--- src/rtl/exp_sweep_ctrl.sv ---
// Exhaustive 3-input sweep controller: drives all eight vectors into an external
// datapath, checks each response against majority and reports the result.
module exp_sweep_ctrl #(
  parameter int unsigned SETTLE = 2
) (
  input  logic       CLK,
  input  logic       RST,
  input  logic       START,
  input  logic       Y,
  output logic       A,
  output logic       B,
  output logic       C,
  output logic       BUSY,
  output logic       DONE,
  output logic       PASS,
  output logic [3:0] ERR_CNT,
  output logic [7:0] FAIL_VEC
);

  typedef enum logic [1:0] {
    ST_IDLE   = 2'd0,
    ST_WAIT   = 2'd1,
    ST_SAMPLE = 2'd2,
    ST_FIN    = 2'd3
  } state_t;

  localparam logic [3:0] SETTLE_LAST = 4'(SETTLE - 1);

  state_t     state_r, state_s;
  logic [2:0] idx_r, idx_s;
  logic [3:0] cnt_r, cnt_s;
  logic [3:0] err_cnt_r, err_cnt_s;
  logic [7:0] fail_vec_r, fail_vec_s;
  logic       pass_r, pass_s;
  logic       busy_r, busy_s;
  logic       done_r, done_s;
  logic [2:0] abc_r, abc_s;

  function automatic logic maj3(input logic [2:0] v);
    return (v[2] & v[1]) | (v[1] & v[0]) | (v[0] & v[2]);
  endfunction

  // Next-state, result-update and next-output logic.
  always_comb begin
    state_s    = state_r;
    idx_s      = idx_r;
    cnt_s      = cnt_r;
    err_cnt_s  = err_cnt_r;
    fail_vec_s = fail_vec_r;
    pass_s     = pass_r;
    case (state_r)
      ST_IDLE: begin
        if (START) begin
          state_s    = ST_WAIT;
          idx_s      = 3'd0;
          cnt_s      = 4'd0;
          err_cnt_s  = 4'd0;
          fail_vec_s = 8'd0;
          pass_s     = 1'b0;
        end else begin
          state_s = ST_IDLE;
        end
      end
      ST_WAIT: begin
        if (cnt_r == SETTLE_LAST) begin
          state_s = ST_SAMPLE;
          cnt_s   = 4'd0;
        end else begin
          cnt_s = cnt_r + 4'd1;
        end
      end
      ST_SAMPLE: begin
        if (Y != maj3(idx_r)) begin
          err_cnt_s  = err_cnt_r + 4'd1;
          fail_vec_s = fail_vec_r | (8'd1 << idx_r);
        end else begin
          err_cnt_s  = err_cnt_r;
        end
        // PASS is decided from the count that includes this last sample.
        if (idx_r == 3'd7) begin
          state_s = ST_FIN;
          pass_s  = (err_cnt_s == 4'd0);
        end else begin
          state_s = ST_WAIT;
          idx_s   = idx_r + 3'd1;
          cnt_s   = 4'd0;
        end
      end
      ST_FIN: begin
        state_s = ST_IDLE;
      end
      default: begin
        state_s = ST_IDLE;
      end
    endcase
    busy_s = (state_s == ST_WAIT) || (state_s == ST_SAMPLE);
    done_s = (state_s == ST_FIN);
    if (busy_s) begin
      abc_s = idx_s;
    end else begin
      abc_s = 3'd0;
    end
  end

  // State, results and registered outputs with synchronous reset.
  always_ff @(posedge CLK) begin
    if (RST) begin
      state_r    <= ST_IDLE;
      idx_r      <= 3'd0;
      cnt_r      <= 4'd0;
      err_cnt_r  <= 4'd0;
      fail_vec_r <= 8'd0;
      pass_r     <= 1'b0;
      busy_r     <= 1'b0;
      done_r     <= 1'b0;
      abc_r      <= 3'd0;
    end else begin
      state_r    <= state_s;
      idx_r      <= idx_s;
      cnt_r      <= cnt_s;
      err_cnt_r  <= err_cnt_s;
      fail_vec_r <= fail_vec_s;
      pass_r     <= pass_s;
      busy_r     <= busy_s;
      done_r     <= done_s;
      abc_r      <= abc_s;
    end
  end

  assign A        = abc_r[2];
  assign B        = abc_r[1];
  assign C        = abc_r[0];
  assign BUSY     = busy_r;
  assign DONE     = done_r;
  assign PASS     = pass_r;
  assign ERR_CNT  = err_cnt_r;
  assign FAIL_VEC = fail_vec_r;

endmodule

--- config.mk ---
export PLATFORM = sky130hd
export DESIGN_NAME = exp_sweep_ctrl
export DESIGN_NICKNAME = d
export VERILOG_FILES = /design/src/rtl/exp_sweep_ctrl.sv
export SDC_FILE = /design/constraint.sdc
export NUM_CORES = 1
export LEC_CHECK = 0
export ABC_AREA = 1
export BUFFER_PORTS_ARGS = -buffer_cell sky130_fd_sc_hd__buf_4
export CAP_MARGIN = 20
export CORE_UTILIZATION = 54
export DETAILED_ROUTE_END_ITERATION = 10
export PLACE_DENSITY = 0.77
export SLEW_MARGIN = 20
export SYNTH_ARGS = -nofsm -noshare
export SYNTH_HDL_FRONTEND = slang
export SYNTH_SLANG_ARGS = --single-unit
--- constraint.sdc ---
create_clock -name CLK -period 2 [get_ports CLK]
set_input_delay 0.3 -clock CLK [delete_from_list [all_inputs] [get_ports CLK]]
set_output_delay 0.3 -clock CLK [all_outputs]
set_load 0.03 [all_outputs]
==> flow_summary.ini, run 1 <==
[clock_network]
clkTransAtPathRegs_ps = 140
cts_setup_buffers = 0
insertion_delay_ps = 330
postCtsHoldBufs = 0
cts_inserted_buffers = 3
cts_resized = 0
cts_max_level = 1
cts_num_sinks = 27
cts-root-buf = sky130_fd_sc_hd__clkbuf_4
clockBufferDepth = 2
cts_tree = done

[pwr]
ir_drop_v = 0.0005094
p_per_area_nw_per_um2 = 614.8
switching_share = 0.2808
power_frac_clock = 0.246
power_frac_seq = 0.597
power.internal_w = 0.0006798
share_comb_of_total_power = 0.157
total_power_w = 0.0009453
power.static_leakage_nw = 0.7302
total_switching_power_w = 0.0002655

[sta]
worstMarginPinSlew_ps = 489.1
slew_violations = 0
timing.hold.ws_ps = 231.0
finalSetupViolCount = 0
finalHoldViolCount = 0
timing.fmax_mhz = 599.0
finalCriticalPeriod_ps = 1669
clock_skew_ps = 10.06
rsz0062_at_grt = false
fin_tns_setup_ps = 0
finalCritPeriodShare = 0.8347
maxSlewHeadroom = 0.6735

[logic_synthesis]
postSynth.asyncResetShare = 0
syn-cell-area_um2 = 1334
ys.warnings.count = 0
synthesis.instances = 175
synthesis.nets = 187
fraction_of_the_yosys_area_taken_by_sequential_cells = 0.4053
syn_avg_cell_area_um2 = 7.622
synthDistinctLibCells = 24
total_of_flip_flops_plus_latches_after_synthesis = 27
yosys_most_used_dff = sky130_fd_sc_hd__dfxtp_1
synth_enable_flop_cells = 0

[cells_and_area]
area_delta_synth_final_pct = 15.29
mostFrequentLayoutCell = sky130_fd_sc_hd__nand2_1
register_area_um2 = 540.5
diodes = 0
commonest_cells_after_routing_fill_and_taps_aside = sky130_fd_sc_hd__nand2_1 (41), sky130_fd_sc_hd__dfxtp_1 (27), sky130_fd_sc_hd__inv_1 (25)
final_area_um2 = 1538
nets = 211
final_layout_size_suffix_gt1_frac = 0.2121
fillerInstances = 204
multi_input_comb_area_um2 = 670.6

[global_routing]
global_route.usage.total = 0.2165
grt_remaining_overflow = 0
grt_antenna_before_repair = 0
grt_pass1_vias = 1044
grt_max_degree = 15
grt_first_pass_wirelength_um = 4326

[die]
die_width_um = 51.70
pin_count = 22
die_h_um = 51.70
std_cell_rows = 17
initial_utilization = 0.5860
core_area_um2 = 2276
dieArea_um2 = 2673

[setup_path]
arrival_ps = 1890
worst-path-buf-inv = 2
worst-setup-path-type = reg2reg
path_delay_family = adder cells
crit_chain = ha_1, nand2_4, nor2_4, inv_2, nand2_1, ha_1, inv_1, nor3_1
start_kind = flip-flop
timing.critical_path.mode_cell = sky130_fd_sc_hd__ha_1
setup_crit_end_kind = flip-flop
cp_slowest_stage_delay_ps = 480
cell_type_of_the_slowest_stage_on_the_worst_timing_path = sky130_fd_sc_hd__dfxtp_1
highest_net_fanout_along_the_worst_path = 6
worstPathRequired_ps = 2220

[drt]
postRouteWirelength_um = 2498
detail_route.vias_per_cell = 4.996
ant_nets = 0
vias = 1129
wl_per_cell_um = 11.05
post-route-drc-count = 0
drt_iter0_markers = 13
dr.pass1.iters = 4

[place]
hpwl_um = 1965
routabilityCongestion = 0.8836
place_area_um2 = 1511
portBuffers = 21

[hold_path]
hold_path.class = in2reg

[run]
drv.max_cap_violation_count = 0

[run_status]
status = finished, final reports clean
[layout make-up]
| class | instances | area share |
|---|---|---|
| sequential | 27 | 0.3515 |
| inverter | 28 | 0.06998 |
| multi-input combinational | 118 | 0.4361 |
| tap | 28 | 0.02278 |
| clock buffer | 4 | 0.01709 |
| timing repair buffer | 21 | 0.1025 |
[flip-flops by register name, summed over array words and instances (netlist names)]
signal / count
BUSY: 1
DONE: 1
ERR_CNT: 4
FAIL_VEC: 8
PASS: 1
abc_r: 3
cnt_r: 4
idx_r: 3
state_r: 2
[power by group through the flow]
stage	Combinational (W)	Clock, W	Sequential [W]
4_1_cts	0.000149	0.000244	0.000564
6_report	0.000148	0.000233	0.000564
2_1_floorplan	0.0000971	0	0.000587
5_1_grt	0.000166	0.000267	0.000567
3_5_place_dp	0.000148	0	0.000576
3_3_place_gp	0.000144	0	0.000575
[metrics by stage]
stage                     utilization  std cells  worst slack, ps
final                          0.6756        226            330.6
after global routing           0.6756        226            170.5
after CTS                      0.6756        226            330.6
after detailed placement       0.6641        222            363.9
after global placement         0.6641        222            428.5
after floorplan                     -        175            519.4
[cells in the mapped netlist, types with 2 or more instances]
master | number | area [µm²]
sky130_fd_sc_hd__ha_1 | 8 | 100.1
sky130_fd_sc_hd__nand4_1 | 2 | 12.51
sky130_fd_sc_hd__nor3_1 | 5 | 25.02
sky130_fd_sc_hd__nand2_4 | 4 | 45.04
sky130_fd_sc_hd__o21ai_0 | 2 | 10.01
sky130_fd_sc_hd__xor2_1 | 2 | 17.52
sky130_fd_sc_hd__nand3_1 | 8 | 40.04
sky130_fd_sc_hd__nand2_1 | 41 | 153.9
sky130_fd_sc_hd__nor2_1 | 13 | 48.80
sky130_fd_sc_hd__a21oi_1 | 19 | 95.09
sky130_fd_sc_hd__dfxtp_1 | 27 | 540.5
sky130_fd_sc_hd__inv_1 | 25 | 93.84
sky130_fd_sc_hd__nand2_2 | 6 | 37.54
sky130_fd_sc_hd__inv_2 | 2 | 7.510
sky130_fd_sc_hd__o21ai_1 | 2 | 10.01
[worst paths after layout]
path	startpoint	end	slack, ps	cells past startpoint
worst min register to register	FAIL_VEC[6]$_SDFFE_PP0P_	FAIL_VEC[6]$_SDFFE_PP0P_	460	2
worst max register to register	idx_r[0]$_SDFF_PP0_	abc_r[2]$_SDFF_PP0_	330	8
worst min-delay path	RST	idx_r[1]$_SDFF_PP0_	230	2
worst max-delay path	idx_r[0]$_SDFF_PP0_	abc_r[2]$_SDFF_PP0_	330	8
[per-layer routing]
metal  routed length (µm)  up-vias  GRT usage  share of wire
li1                     -      595          -              -
met1                 1150      506     0.2586           0.46
met2                 1214       24     0.3745           0.49
met3                  105        4    0.06433          0.042
met4                   27        0    0.05856          0.011
met5                    0        -          0              0
[cells by family (layout without fill, tap and decap cells)]
| kind of cell | after synthesis | count (layout) | share of synthesized area |
|---|---|---|---|
| flops | 27 | 27 | 0.4053 |
| buf+inv | 30 | 53 | 0.09193 |
| fa+ha+maj | 8 | 8 | 0.07505 |
| compound gates | 25 | 25 | 0.1041 |
| simple gates | 83 | 83 | 0.3105 |
| xor+xnor | 2 | 2 | 0.01314 |
No activity file was read; power rests on OpenSTA's default activity.
==> run 2: changes to the inputs <==
ABC_AREA = 0   (was 1)
CORE_UTILIZATION = 48   (was 54)
PLACE_DENSITY = 0.73   (was 0.77)
clock period = 1.5 ns   (was 2 ns; I/O delays follow)
==> flow_summary.ini, run 2 <==
[run_status]
status = complete, but fails checks
failed_checks = setup timing

[logic_synthesis]
fraction_of_the_yosys_area_taken_by_sequential_cells = 0.4337
total_of_flip_flops_plus_latches_after_synthesis = 27
synth.top_cells.by_count = sky130_fd_sc_hd__dfxtp_1 (27), sky130_fd_sc_hd__nor2_1 (19), sky130_fd_sc_hd__a21oi_1 (8), sky130_fd_sc_hd__ha_1 (8), sky130_fd_sc_hd__nand2_1 (8)
synthDistinctLibCells = 42
syn-cell-area_um2 = 1246
synthDominantCellAreaShare = 0.4337
synth_enable_flop_cells = 0
leading_cell_type_by_number_of_instances_after_synthesis = sky130_fd_sc_hd__dfxtp_1
ys.warnings.count = 0
synthesis.instances = 132
syn_avg_cell_area_um2 = 9.441
yosys_most_used_dff = sky130_fd_sc_hd__dfxtp_1
postSynth.asyncResetShare = 0
yosysTopAreaCell = sky130_fd_sc_hd__dfxtp_1
synthesis.nets = 144
netlist_top_cells_area = sky130_fd_sc_hd__dfxtp_1 (43%), sky130_fd_sc_hd__ha_1 (8.0%), sky130_fd_sc_hd__nor2_1 (5.7%), sky130_fd_sc_hd__a21oi_1 (3.2%), sky130_fd_sc_hd__a31oi_1 (2.5%)

[run]
drv.max_cap_violation_count = 0

[cells_and_area]
flip_flop_count_of_the_largest_register_all_copies_and_words_added = 8
area_delta_synth_final_pct = 31.63
fillerInstances = 197
mostFrequentLayoutCell = sky130_fd_sc_hd__buf_4
final_layout_size_suffix_gt1_frac = 0.3571
multi_input_comb_area_um2 = 762.0
finish.utilization = 0.6682
commonest_cells_after_routing_fill_and_taps_aside = sky130_fd_sc_hd__buf_4 (34), sky130_fd_sc_hd__dfxtp_1 (25), sky130_fd_sc_hd__nor2_1 (18)
diodes = 0
nets = 181
register_area_um2 = 543.0
final_area_um2 = 1640

[drt]
dr.pass1.iters = 4
postRouteWirelength_um = 2656
vias = 1085
ant_nets = 0
post-route-drc-count = 0
detail_route.vias_per_cell = 5.480
drt_iter0_markers = 24
wl_per_cell_um = 13.41

[setup_path]
setup_crit_end_kind = flip-flop
highest_net_fanout_along_the_worst_path = 5
worstPathRequired_ps = 1770
arrival_ps = 1870
start_kind = flip-flop
worst-setup-path-type = reg2reg

[place]
portBuffers = 21
place_area_um2 = 1530
routabilityCongestion = 0.8249
hpwl_um = 2028

[die]
dieArea_um2 = 2804
initial_utilization = 0.5076
die_width_um = 52.96
pin_count = 22
core_area_um2 = 2455
die_h_um = 52.96
std_cell_rows = 18

[clock_network]
clockBufferDepth = 2
cts_inserted_buffers = 3
insertion_delay_ps = 330
postCtsHoldBufs = 0
clkTransAtPathRegs_ps = 150
cts_tree = done
cts_num_sinks = 27
cts_max_level = 1
cts-root-buf = sky130_fd_sc_hd__clkbuf_4

[sta]
maxSlewHeadroom = 0.7839
slew_violations = 0
finalHoldViolCount = 0
worstMarginPinSlew_ps = 324.2
finalSetupViolCount = 15
rsz0062_at_grt = true
fin_tns_setup_ps = -640.4
clock_skew_ps = 6.196
timing.fmax_mhz = 624.3
finalCritPeriodShare = 1.068
setup_slack_ps = -101.7
finalCriticalPeriod_ps = 1602

[global_routing]
global_route.usage.total = 0.2139
grt_max_degree = 16
grt_first_pass_wirelength_um = 4291
grt_remaining_overflow = 0
grt_pass1_vias = 1026
grt_antenna_before_repair = 0

[pwr]
ir_drop_v = 0.0005172
p_per_area_nw_per_um2 = 754.1
power.static_leakage_nw = 0.6519

[hold_path]
hold_path.class = in2reg
## run 2: cell types whose count changed after synthesis, sizes merged, moves of 5 or more
cell / delta
a21oi: -11
inv: -24
nor2: +5
nand2: -43
a31oi: +5
nand3: -9
nand2b: +5
and2: +5
## run 2: critical path, cell delays in order, from the launching register on
cell                       delay (ps)
sky130_fd_sc_hd__dfxtp_2          370
sky130_fd_sc_hd__ha_4             180
sky130_fd_sc_hd__or2_4            270
sky130_fd_sc_hd__o22a_4           210
sky130_fd_sc_hd__a211oi_2         180
sky130_fd_sc_hd__o221ai_1         160
sky130_fd_sc_hd__a21oi_1          160
## run 2: cells by family (layout without fill, tap and decap cells)
family | Yosys count | after routing | synth area share
and+or+nand+nor | 51 | 51 | 0.2189
AOI/OAI and AO/OA | 36 | 36 | 0.2189
DFF | 27 | 27 | 0.4337
buffers and inverters | 6 | 42 | 0.01907
xor gates and xnor gates | 3 | 3 | 0.02109
adders and majority gates | 8 | 8 | 0.08032
muxes | 1 | 1 | 0.008032
## run 2: path summary, 6_finish.rpt
kind | cells past startpoint | slack (ps) | endpoint | from
hold reg to reg | 2 | 490 | FAIL_VEC[3]$_SDFFE_PP0P_ | FAIL_VEC[3]$_SDFFE_PP0P_
hold / removal | 2 | 180 | ERR_CNT[1]$_SDFFE_PP0P_ | RST
setup reg to reg | 6 | -100 | PASS$_SDFFE_PP0P_ | idx_r[0]$_SDFF_PP0_
setup / recovery | 6 | -100 | PASS$_SDFFE_PP0P_ | idx_r[0]$_SDFF_PP0_
## run 2: final cells by class
cell class | instances | share of cell area
timing repair buffer | 34 | 0.1556
sequential | 27 | 0.3310
tap | 30 | 0.02288
clock buffer | 3 | 0.01373
clock inverter | 1 | 0.003051
inverter | 4 | 0.009153
multi-input combinational | 99 | 0.4645
## run 2: power breakdown
part           total (W)  switching, W  leakage, nW  internal, W
Sequential      0.000746     0.0000139        0.219     0.000732
Clock           0.000314      0.000214       0.0177     0.000100
Combinational   0.000176     0.0000987        0.415    0.0000777
Total            0.00124      0.000327        0.652     0.000910
## run 2: through the flow
step           cells  setup slack, ps  total power (W)  hold slack [ps]
6_report         198           -101.7         0.001237            183.1
5_1_grt          198           -166.0         0.001302            178.5
4_1_cts          196           -97.17         0.001243            158.8
3_5_place_dp     192           -88.04        0.0009153            462.8
3_3_place_gp     192           -30.25        0.0009110            450.8
2_1_floorplan    132            9.048        0.0008620            289.6
## run 2: repair_timing
action                                 in CTS  in global routing
buffers inserted                            0                  2
gates resized for setup                     8                  5
endpoints found under the hold margin       0                  0
setup endpoints to repair                  15                 21
pin swaps                                  13                  2
## run 2: per-layer routing
layer / vias to the layer above / track usage / part of all wire
met5: - / 0 / 0
met4: 0 / 0.08333 / 0.0079
met3: 4 / 0.03736 / 0.035
met2: 27 / 0.3840 / 0.50
met1: 513 / 0.2483 / 0.45
li1: 541 / - / -
==> run 3: changes to the inputs <==
ABC_AREA = 1   (was 0)
BUFFER_PORTS_ARGS = not set   (was -buffer_cell sky130_fd_sc_hd__buf_4)
CORE_UTILIZATION = 55   (was 48)
DONT_BUFFER_PORTS = 1   (was not set)
==> flow_summary.ini, run 3 (synthesis results as in run 1) <==
[pwr]
power_frac_seq = 0.594
switching_share = 0.2913
p_per_area_nw_per_um2 = 853.2
power_frac_clock = 0.247
share_comb_of_total_power = 0.159
ir_drop_v = 0.0009211
power.static_leakage_nw = 0.6756
total_switching_power_w = 0.0003775
power.internal_w = 0.0009185

[die]
initial_utilization = 0.5916
std_cell_rows = 17
die_width_um = 51.25
dieArea_um2 = 2626
core_area_um2 = 2255
pin_count = 22
die_h_um = 51.25

[setup_path]
setup_crit_end_kind = flip-flop
worstPathRequired_ps = 1720
highest_net_fanout_along_the_worst_path = 4
start_kind = flip-flop
crit_chain = ha_4, nand2_4, nor2_4, inv_2, nand2_1, ha_4, inv_2, nor3_2
cell_type_of_the_slowest_stage_on_the_worst_timing_path = sky130_fd_sc_hd__dfxtp_2
worst-setup-path-type = reg2reg
cp_slowest_stage_delay_ps = 380
arrival_ps = 1660

[cells_and_area]
diodes = 0
commonest_cells_after_routing_fill_and_taps_aside = sky130_fd_sc_hd__nand2_1 (38), sky130_fd_sc_hd__inv_1 (23), sky130_fd_sc_hd__dfxtp_1 (22)
nets = 201
post_layout_instance_count_excluding_filler_cells = 216
area_delta_synth_final_pct = 13.88
mostFrequentLayoutCell = sky130_fd_sc_hd__nand2_1
final_layout_size_suffix_gt1_frac = 0.2500
flip_flop_count_of_the_largest_register_all_copies_and_words_added = 8
final_area_um2 = 1519

[run]
drv.max_cap_violation_count = 0

[place]
hpwl_um = 1881
portBuffers = 0
routabilityCongestion = 0.8567
numPlacedInstances = 209
place_area_um2 = 1414

[sta]
timing.fmax_mhz = 694.1
finalSetupViolCount = 0
finalCritPeriodShare = 0.9605
finalCriticalPeriod_ps = 1441
finalHoldViolCount = 0
maxSlewHeadroom = 0.6513
slew_violations = 0
clock_skew_ps = 2.966
worstMarginPinSlew_ps = 521.4

[clock_network]
cts_tree = done
clockBufferDepth = 2
cts-root-buf = sky130_fd_sc_hd__clkbuf_4
cts_max_level = 1
clkTransAtPathRegs_ps = 140
cts_inserted_buffers = 3
insertion_delay_ps = 330
cts_num_sinks = 27

[global_routing]
grt_pass1_vias = 1039
grt_antenna_before_repair = 0
grt_max_degree = 15
grt_first_pass_wirelength_um = 4202
global_route.usage.total = 0.2150
grt_remaining_overflow = 0

[drt]
wl_per_cell_um = 12.58
dr.pass1.iters = 4
ant_nets = 0
postRouteWirelength_um = 2718
vias = 1122
post-route-drc-count = 0
detail_route.vias_per_cell = 5.194
drt_iter0_markers = 23

[hold_path]
hold_path.class = in2reg

[run_status]
status = finished, final reports clean
-- run 3: changes by cell type in the layout (fill, tap and decap cells not counted), sizes merged, moves of 5 or more --
| cell | previous run | this run |
|---|---|---|
| inv | 4 | 28 |
| and2 | 5 | 0 |
| nor2 | 19 | 14 |
| nand2b | 5 | 0 |
| nand2 | 8 | 51 |
| a21oi | 9 | 20 |
| a31oi | 5 | 0 |
| nand3 | 1 | 10 |
| buf | 34 | 10 |
-- run 3: layout make-up --
class,instances,area (µm²)
flip-flops and latches,27,546.8
clock buffers,4,26.28
inverters,28,107.6
well taps,28,35.03
fillers,205,735.7
repair buffers,11,85.08
multi-input cells,118,718.2
-- run 3: metrics by stage --
stage               setup WS [ps]  setup TNS, ps  hold slack [ps]  power [W]    util
floorplan                   19.36              0            294.1  0.0009127       -
global placement            59.04              0            296.2  0.0009427  0.6271
detailed placement         -7.777         -7.777            296.6  0.0009532  0.6271
CTS                         7.238              0           -66.94   0.001269  0.6471
global route               -22.44         -40.84            94.62   0.001353  0.6737
finish                      59.26              0            87.83   0.001296  0.6737
-- run 3: timing repair --
item / 4_1_cts / 5_1_grt
setup buffers: 1 / 1
gates resized for setup: 6 / 11
pin swaps: 0 / 1
endpoints found under the setup margin: 3 / 16
endpoints found under the hold margin: 13 / 13
-- run 3: worst paths after layout --
kind,start,end,slack (ps),depth (start not counted)
setup reg to reg,idx_r[0]$_SDFF_PP0_,abc_r[2]$_SDFF_PP0_,60,8
hold / removal,RST,idx_r[0]$_SDFF_PP0_,90,3
hold reg to reg,cnt_r[0]$_SDFFE_PP0P_,cnt_r[0]$_SDFFE_PP0P_,500,2
setup / recovery,idx_r[0]$_SDFF_PP0_,abc_r[2]$_SDFF_PP0_,60,8
-- run 3: critical path, delay by kind of cell, from the launching register on --
family,cells,cell delay (ps)
fa+ha+maj,2,400
buf+inv,2,160
flops,1,380
simple gates,4,390
-- run 3: layer usage --
layer | GRT usage | share of wire
met2 | 0.3750 | 0.52
met1 | 0.2423 | 0.43
met3 | 0.04464 | 0.032
met5 | 0 | 0
met4 | 0.1171 | 0.024
-- run 3: power groups by stage --
stage / Clock (W) / Combinational, W / Sequential [W]
global placement: 0 / 0.000159 / 0.000783
finish: 0.000320 / 0.000206 / 0.000770
CTS: 0.000322 / 0.000178 / 0.000770
global route: 0.000348 / 0.000232 / 0.000773
floorplan: 0 / 0.000130 / 0.000783
detailed placement: 0 / 0.000168 / 0.000785
